==> config.mk <==
export PLATFORM = sky130hd
export DESIGN_NAME = mtr_pwm_drv
export DESIGN_NICKNAME = d
export VERILOG_FILES = /design/src/rtl/mtr_pkg.sv /design/src/rtl/mtr_side.sv /design/src/rtl/mtr_pwm_drv.sv
export SDC_FILE = /design/constraint.sdc
export NUM_CORES = 1
export LEC_CHECK = 0
export CAP_MARGIN = 20
export CORE_AREA = 2 2 65 79
export DETAILED_ROUTE_END_ITERATION = 8
export DIE_AREA = 0 0 67 81
export GPL_TIMING_DRIVEN = 0
export PLACE_DENSITY = 0.77
export SKIP_LAST_GASP = 1
export SYNTH_ARGS = -nofsm -noshare
export SYNTH_HDL_FRONTEND = slang
export SYNTH_SLANG_ARGS = --single-unit
==> constraint.sdc <==
create_clock -name clk -period 4.1 [get_ports clk]
set_clock_uncertainty 0.2 [all_clocks]
set_input_delay 0.82 -clock clk [delete_from_list [all_inputs] [get_ports clk]]
set_output_delay 0.82 -clock clk [all_outputs]
set_load 0.01 [all_outputs]
==> src/rtl/mtr_pkg.sv <==
// Shared types and constants for the H-bridge PWM motor driver.
package mtr_pkg;

    localparam int PWM_W_DFLT  = 10;
    localparam int SPD_W       = 11;
    localparam int DUTY_W      = SPD_W - 1;
    localparam int SPD_MAG_MAX = 1023;

    typedef enum logic [1:0] {IDLE, FWD, REV, DEAD} mtr_state_t;

endpackage

==> src/rtl/mtr_side.sv <==
// One motor side: period-boundary command sampling, magnitude clamp, drive FSM and leg compare.
// Optional MTR_DEADTIME_EN routes every direction reversal through a both-legs-low DEAD interval.
module mtr_side
    import mtr_pkg::*;
#(
    parameter int PWM_W     = PWM_W_DFLT,
    parameter int DEAD_PRDS = 1
) (
    input  logic             clk_i,
    input  logic             rst_i,
    input  logic             smpl_i,
    input  logic [PWM_W-1:0] cnt_i,
    input  logic             en_i,
    input  logic [SPD_W-1:0] spd_i,
    output logic             fwd_o,
    output logic             rev_o
);

    if (DEAD_PRDS < 1) begin : g_dead_prds_chk
        $error("mtr_side: DEAD_PRDS must be at least 1");
    end

    // |spd| as a duty value; the most negative command would overflow, so clamp it.
    function automatic logic [DUTY_W-1:0] sat_mag(input logic [SPD_W-1:0] spd);
        logic [SPD_W-1:0] mag;
        mag = spd[SPD_W-1] ? (~spd + SPD_W'(1)) : spd;
        if (mag > SPD_W'(SPD_MAG_MAX)) begin
            return DUTY_W'(SPD_MAG_MAX);
        end
        return mag[DUTY_W-1:0];
    endfunction

    mtr_state_t        state_q, state_d;
    logic [DUTY_W-1:0] duty_q, duty_d;
    logic              fwd_q, fwd_d;
    logic              rev_q, rev_d;
    logic [DUTY_W-1:0] mag;
    logic              want_drv;
    logic              want_rev;

    assign mag      = sat_mag(spd_i);
    assign want_drv = en_i && (mag != '0);
    assign want_rev = spd_i[SPD_W-1];

`ifdef MTR_DEADTIME_EN
    localparam int DCNT_W = (DEAD_PRDS > 1) ? $clog2(DEAD_PRDS) : 1;

    logic              last_vld_q, last_vld_d;
    logic              last_rev_q, last_rev_d;
    logic [DCNT_W-1:0] dcnt_q, dcnt_d;
`endif

    always_comb begin
        state_d = state_q;
        duty_d  = duty_q;
`ifdef MTR_DEADTIME_EN
        last_vld_d = last_vld_q;
        last_rev_d = last_rev_q;
        dcnt_d     = dcnt_q;
`endif
        if (smpl_i) begin
            duty_d = mag;
`ifdef MTR_DEADTIME_EN
            // Leaving DEAD (to any state) forgets the last driven direction.
            if (state_q == DEAD && dcnt_q != DCNT_W'(DEAD_PRDS - 1)) begin
                dcnt_d = dcnt_q + DCNT_W'(1);
            end else if (!want_drv) begin
                state_d = IDLE;
                if (state_q == DEAD) begin
                    last_vld_d = 1'b0;
                end
            end else if (state_q != DEAD && last_vld_q && (last_rev_q != want_rev)) begin
                state_d = DEAD;
                dcnt_d  = '0;
            end else begin
                state_d    = want_rev ? REV : FWD;
                last_vld_d = 1'b1;
                last_rev_d = want_rev;
            end
`else
            if (!want_drv) begin
                state_d = IDLE;
            end else begin
                state_d = want_rev ? REV : FWD;
            end
`endif
        end
        fwd_d = (state_q == FWD) && (32'(cnt_i) < 32'(duty_q));
        rev_d = (state_q == REV) && (32'(cnt_i) < 32'(duty_q));
    end

    always_ff @(posedge clk_i) begin
        if (rst_i) begin
            state_q <= IDLE;
            duty_q  <= '0;
            fwd_q   <= 1'b0;
            rev_q   <= 1'b0;
        end else begin
            state_q <= state_d;
            duty_q  <= duty_d;
            fwd_q   <= fwd_d;
            rev_q   <= rev_d;
        end
    end

`ifdef MTR_DEADTIME_EN
    always_ff @(posedge clk_i) begin
        if (rst_i) begin
            last_vld_q <= 1'b0;
            last_rev_q <= 1'b0;
            dcnt_q     <= '0;
        end else begin
            last_vld_q <= last_vld_d;
            last_rev_q <= last_rev_d;
            dcnt_q     <= dcnt_d;
        end
    end
`endif

    assign fwd_o = fwd_q;
    assign rev_o = rev_q;

endmodule

==> src/rtl/mtr_pwm_drv.sv <==
// Dual H-bridge PWM driver: shared free-running period counter plus one mtr_side per motor.
// Define MTR_DEADTIME_EN to insert DEAD_PRDS both-legs-low periods on direction reversal.
module mtr_pwm_drv
    import mtr_pkg::*;
#(
    parameter int PWM_W     = PWM_W_DFLT,
    parameter int DEAD_PRDS = 1
) (
    input  logic             clk,
    input  logic             rst,
    input  logic             en,
    input  logic [SPD_W-1:0] lft_spd,
    input  logic [SPD_W-1:0] rght_spd,
    output logic             lft_fwd,
    output logic             lft_rev,
    output logic             rght_fwd,
    output logic             rght_rev,
    output logic             prd_strt
);

    logic [PWM_W-1:0] cnt_q, cnt_d;
    logic             prd_strt_q, prd_strt_d;
    logic             smpl;

    // Commands are captured on the last count so they govern the whole next period.
    assign smpl = &cnt_q;

    always_comb begin
        cnt_d      = cnt_q + PWM_W'(1);
        prd_strt_d = (cnt_q == '0);
    end

    always_ff @(posedge clk) begin
        if (rst) begin
            cnt_q      <= '0;
            prd_strt_q <= 1'b0;
        end else begin
            cnt_q      <= cnt_d;
            prd_strt_q <= prd_strt_d;
        end
    end

    mtr_side #(
        .PWM_W     (PWM_W),
        .DEAD_PRDS (DEAD_PRDS)
    ) u_lft (
        .clk_i  (clk),
        .rst_i  (rst),
        .smpl_i (smpl),
        .cnt_i  (cnt_q),
        .en_i   (en),
        .spd_i  (lft_spd),
        .fwd_o  (lft_fwd),
        .rev_o  (lft_rev)
    );

    mtr_side #(
        .PWM_W     (PWM_W),
        .DEAD_PRDS (DEAD_PRDS)
    ) u_rght (
        .clk_i  (clk),
        .rst_i  (rst),
        .smpl_i (smpl),
        .cnt_i  (cnt_q),
        .en_i   (en),
        .spd_i  (rght_spd),
        .fwd_o  (rght_fwd),
        .rev_o  (rght_rev)
    );

    assign prd_strt = prd_strt_q;

endmodule

==> flow_summary.toml <==
[synthesis]
synth_nets = 360
synth-edff-count = 0
yosysMostFrequentCell = "dfxtp_1"
post_synth_most_frequent_cells = "39 x dfxtp_1, 34 x nor2_1, 30 x inv_1"
synthTopCellsByArea = "dfxtp_1 31%, ha_1 11%, nor2_1 5.1%"
synthesis.area_per_instance_um2 = 8.03
synthDominantAreaCellType = "dfxtp_1"
synth_cells = 313
ys_dominant_reg_cell = "dfxtp_1"
netlist-cell-type-count = 51
asyncSetResetFlopFracSynth = 0
synth_warnings = 0
postSynthRegisterBits = 39
syn-cell-area_um2 = 2510
seq_area_frac_synth = 0.310
yosysTopAreaCellShare = 0.310

[placement]
dpl.hpwl_um = 4260
placedCellCount = 398
buffer_ports.inserted = 25
globalplace.congestion = 0.851
pre_cts_slack_ps = 273

[pwr]
p_switching_uw = 197
logic_pwr_share = 0.156
static-leakage-power_nw = 1.05
power_switching_share = 0.262
worst_vdd_rail_ir_drop_mv = 0.117
cellInternalPower_uw = 555
clkPwrFrac = 0.331
seqPwrFrac = 0.512
power_density_nw_per_um2 = 258

[setup_path]
crit_path_top_delay_cell = "or4b_1"
timing.critical_path.slowest_cell_delay_ps = 510
regToRegStartpoint = "cnt_q[3]"
timing.critical_path.fanout_max = 6
crit_path_end_kind = "register"
timing.critical_path.arrival_ps = 3500
worst-setup-path-type = "primary input to register"
worst_setup_path_startpoint = "lft_spd[0]"
cp.required_ps = 4060
crit_chain = "clkdlybuf4s50_1 > inv_1 > ha_1 > or3b_1 > buf_2 > o41ai_2 > a21oi_1 > or4b_1 > o31ai_1 > o21ai_0"
cp-start-kind = "primary input"
worst-r2r-setup-slack_ps = 1640

[clock_network]
clock_tree.htree_level_count = 2
cts.hold.buffers_added = 0
postCtsSetupBuffers = 0
cts_root_buf = "clkbuf_8"
cts_num_sinks = 39
tritoncts_clock_tree = "done"
ctsLongestPathBuffers = 2
cts.repair.resized = 0
worst_skew_pair.late_latency_ps = 300
cts_made_buffers = 5
worst_setup_hold_path_clk_slew_ps = 70

[timing]
setup_ws_ps = 559
grt_setup_unrepaired = "no"
timing.final.crit_period_ps = 3540
fin_setup_tns_ps = 0
finalCritPeriodShare = 0.864
timing.max_slew.rel_slack = 0.446
tightestPinTransition_ps = 829
hold_viol_final = 0
timing.final.max_slew_violations = 0
max_freq_ghz = 0.282
final-setup-viol-count = 0

[floorplanning]
dieArea_um2 = 5430
fp.coreArea_um2 = 4760
dieWidth_um = 67
pin_count = 30
die_y_um = 81
initial_core_util = 0.528
fp-row-count = 28

[global_routing]
grt_max_degree = 12
antenna_found_initial = 0
grt.overflow.total = 0
grt_first_pass_wirelength_um = 9550
grtUsageTotal = 0.226
first_global_vias = 2086

[drt]
viasPerCell = 5.65
drt-total-wl_um = 5550
avgRoutedWirePerCell_um = 13.7
vias = 2295
detail_route.drc_violations = 0
drt_pre_antenna_iters = 4
drt-initial-drc-count = 132
ant_nets = 0

[worst_hold_path]
hold_class = "register to register"
hold_path_startpoint = "u_lft.state_q[0]"

[cells_and_area]
n_antenna_cell = 0
layout.cells.non_filler = 406
nNetsFinal = 392
ratio_of_cells_with_drive_above_1_in_the_final_layout = 0.0347
syn_to_final_growth_pct = 16.2

[outcome]
status = "finished clean"

[run]
maxCapViolations = 0
## layer usage
metal | vias to the layer above | GRT usage | wire length (um)
met4 | 0 | 0.0857 | 141
met2 | 28 | 0.386 | 2700
met1 | 1061 | 0.285 | 2590
met3 | 8 | 0.0346 | 120
li1 | 1198 | - | -
met5 | - | 0 | 0
## stage by stage
step	hold WS, ps	util	total power, mW	instance area, um^2
3_3_place_gp	232	0.596	0.509	2840
4_1_cts	250	0.613	0.757	2920
2_1_floorplan	212	-	0.464	2510
5_1_grt	275	0.613	0.786	2920
3_5_place_dp	236	0.596	0.511	2840
6_report	245	0.613	0.752	2920
## cell usage in the layout (no fill, tap or decap), types with 3 or more instances in the layout
master / count
nor3_1: 8
o21a_1: 4
clkdlybuf4s50_1: 25
clkbuf_8: 5
nand3_1: 8
ha_1: 22
o31ai_1: 4
nand4_1: 4
a311oi_1: 12
a21oi_1: 15
clkbuf_1: 14
xor2_1: 10
nor2_1: 34
o21ai_0: 10
a211oi_1: 4
xnor2_1: 6
a21o_1: 3
or3_1: 7
o211ai_1: 4
mux2i_1: 3
dfxtp_1: 39
nor4_1: 6
nand2_1: 28
inv_1: 30
## state kept, by name, indices dropped and copies added, names as in the netlist
name and cells:
cnt_q 10, u_lft.duty_q 10, u_rght.duty_q 10, u_lft.state_q 2
u_rght.state_q 2, prd_strt 1, u_lft.fwd_o 1, u_lft.rev_o 1
u_rght.fwd_o 1, u_rght.rev_o 1
## worst paths after layout
kind,to,cells past startpoint
setup / recovery,u_lft.state_q[0],10
hold / removal,u_lft.rev_o,1
setup reg to reg,u_lft.state_q[1],6
hold reg to reg,u_lft.rev_o,1
## cell families after synthesis
group / Yosys count / share of synthesized area
simple gates: 113 / 0.225
mux: 3 / 0.0119
fa+ha+maj: 22 / 0.109
flops: 39 / 0.310
compound gates: 74 / 0.217
buf+inv: 46 / 0.0697
xor+xnor: 16 / 0.0557
## cell type report
class	count	area, um^2
clock buffers	7	76.3
inverters	30	113
well taps	60	75.1
fillers	467	1840
flip-flops and latches	39	781
clock inverters	1	5.00
multi-input cells	228	1560
plain buffers	16	62.6
repair buffers	25	250
## worst max-delay path: cells and delay by family
kind | cells | cell delay [ps]
AO/OA/AOI/OAI | 4 | 800
AND/OR/NAND/NOR | 2 | 890
adder cells (fa/ha/maj) | 1 | 280
buffers and inverters | 3 | 720
## power groups by stage
stage                     combinational [mW]  sequential [mW]  clock [mW]
after floorplan                       0.0696            0.394           0
after global placement                 0.114            0.394           0
after detailed placement               0.117            0.394           0
after CTS                              0.117            0.385       0.254
after global routing                   0.132            0.386       0.268
final                                  0.118            0.385       0.249
(Power assumes the default switching activity.)
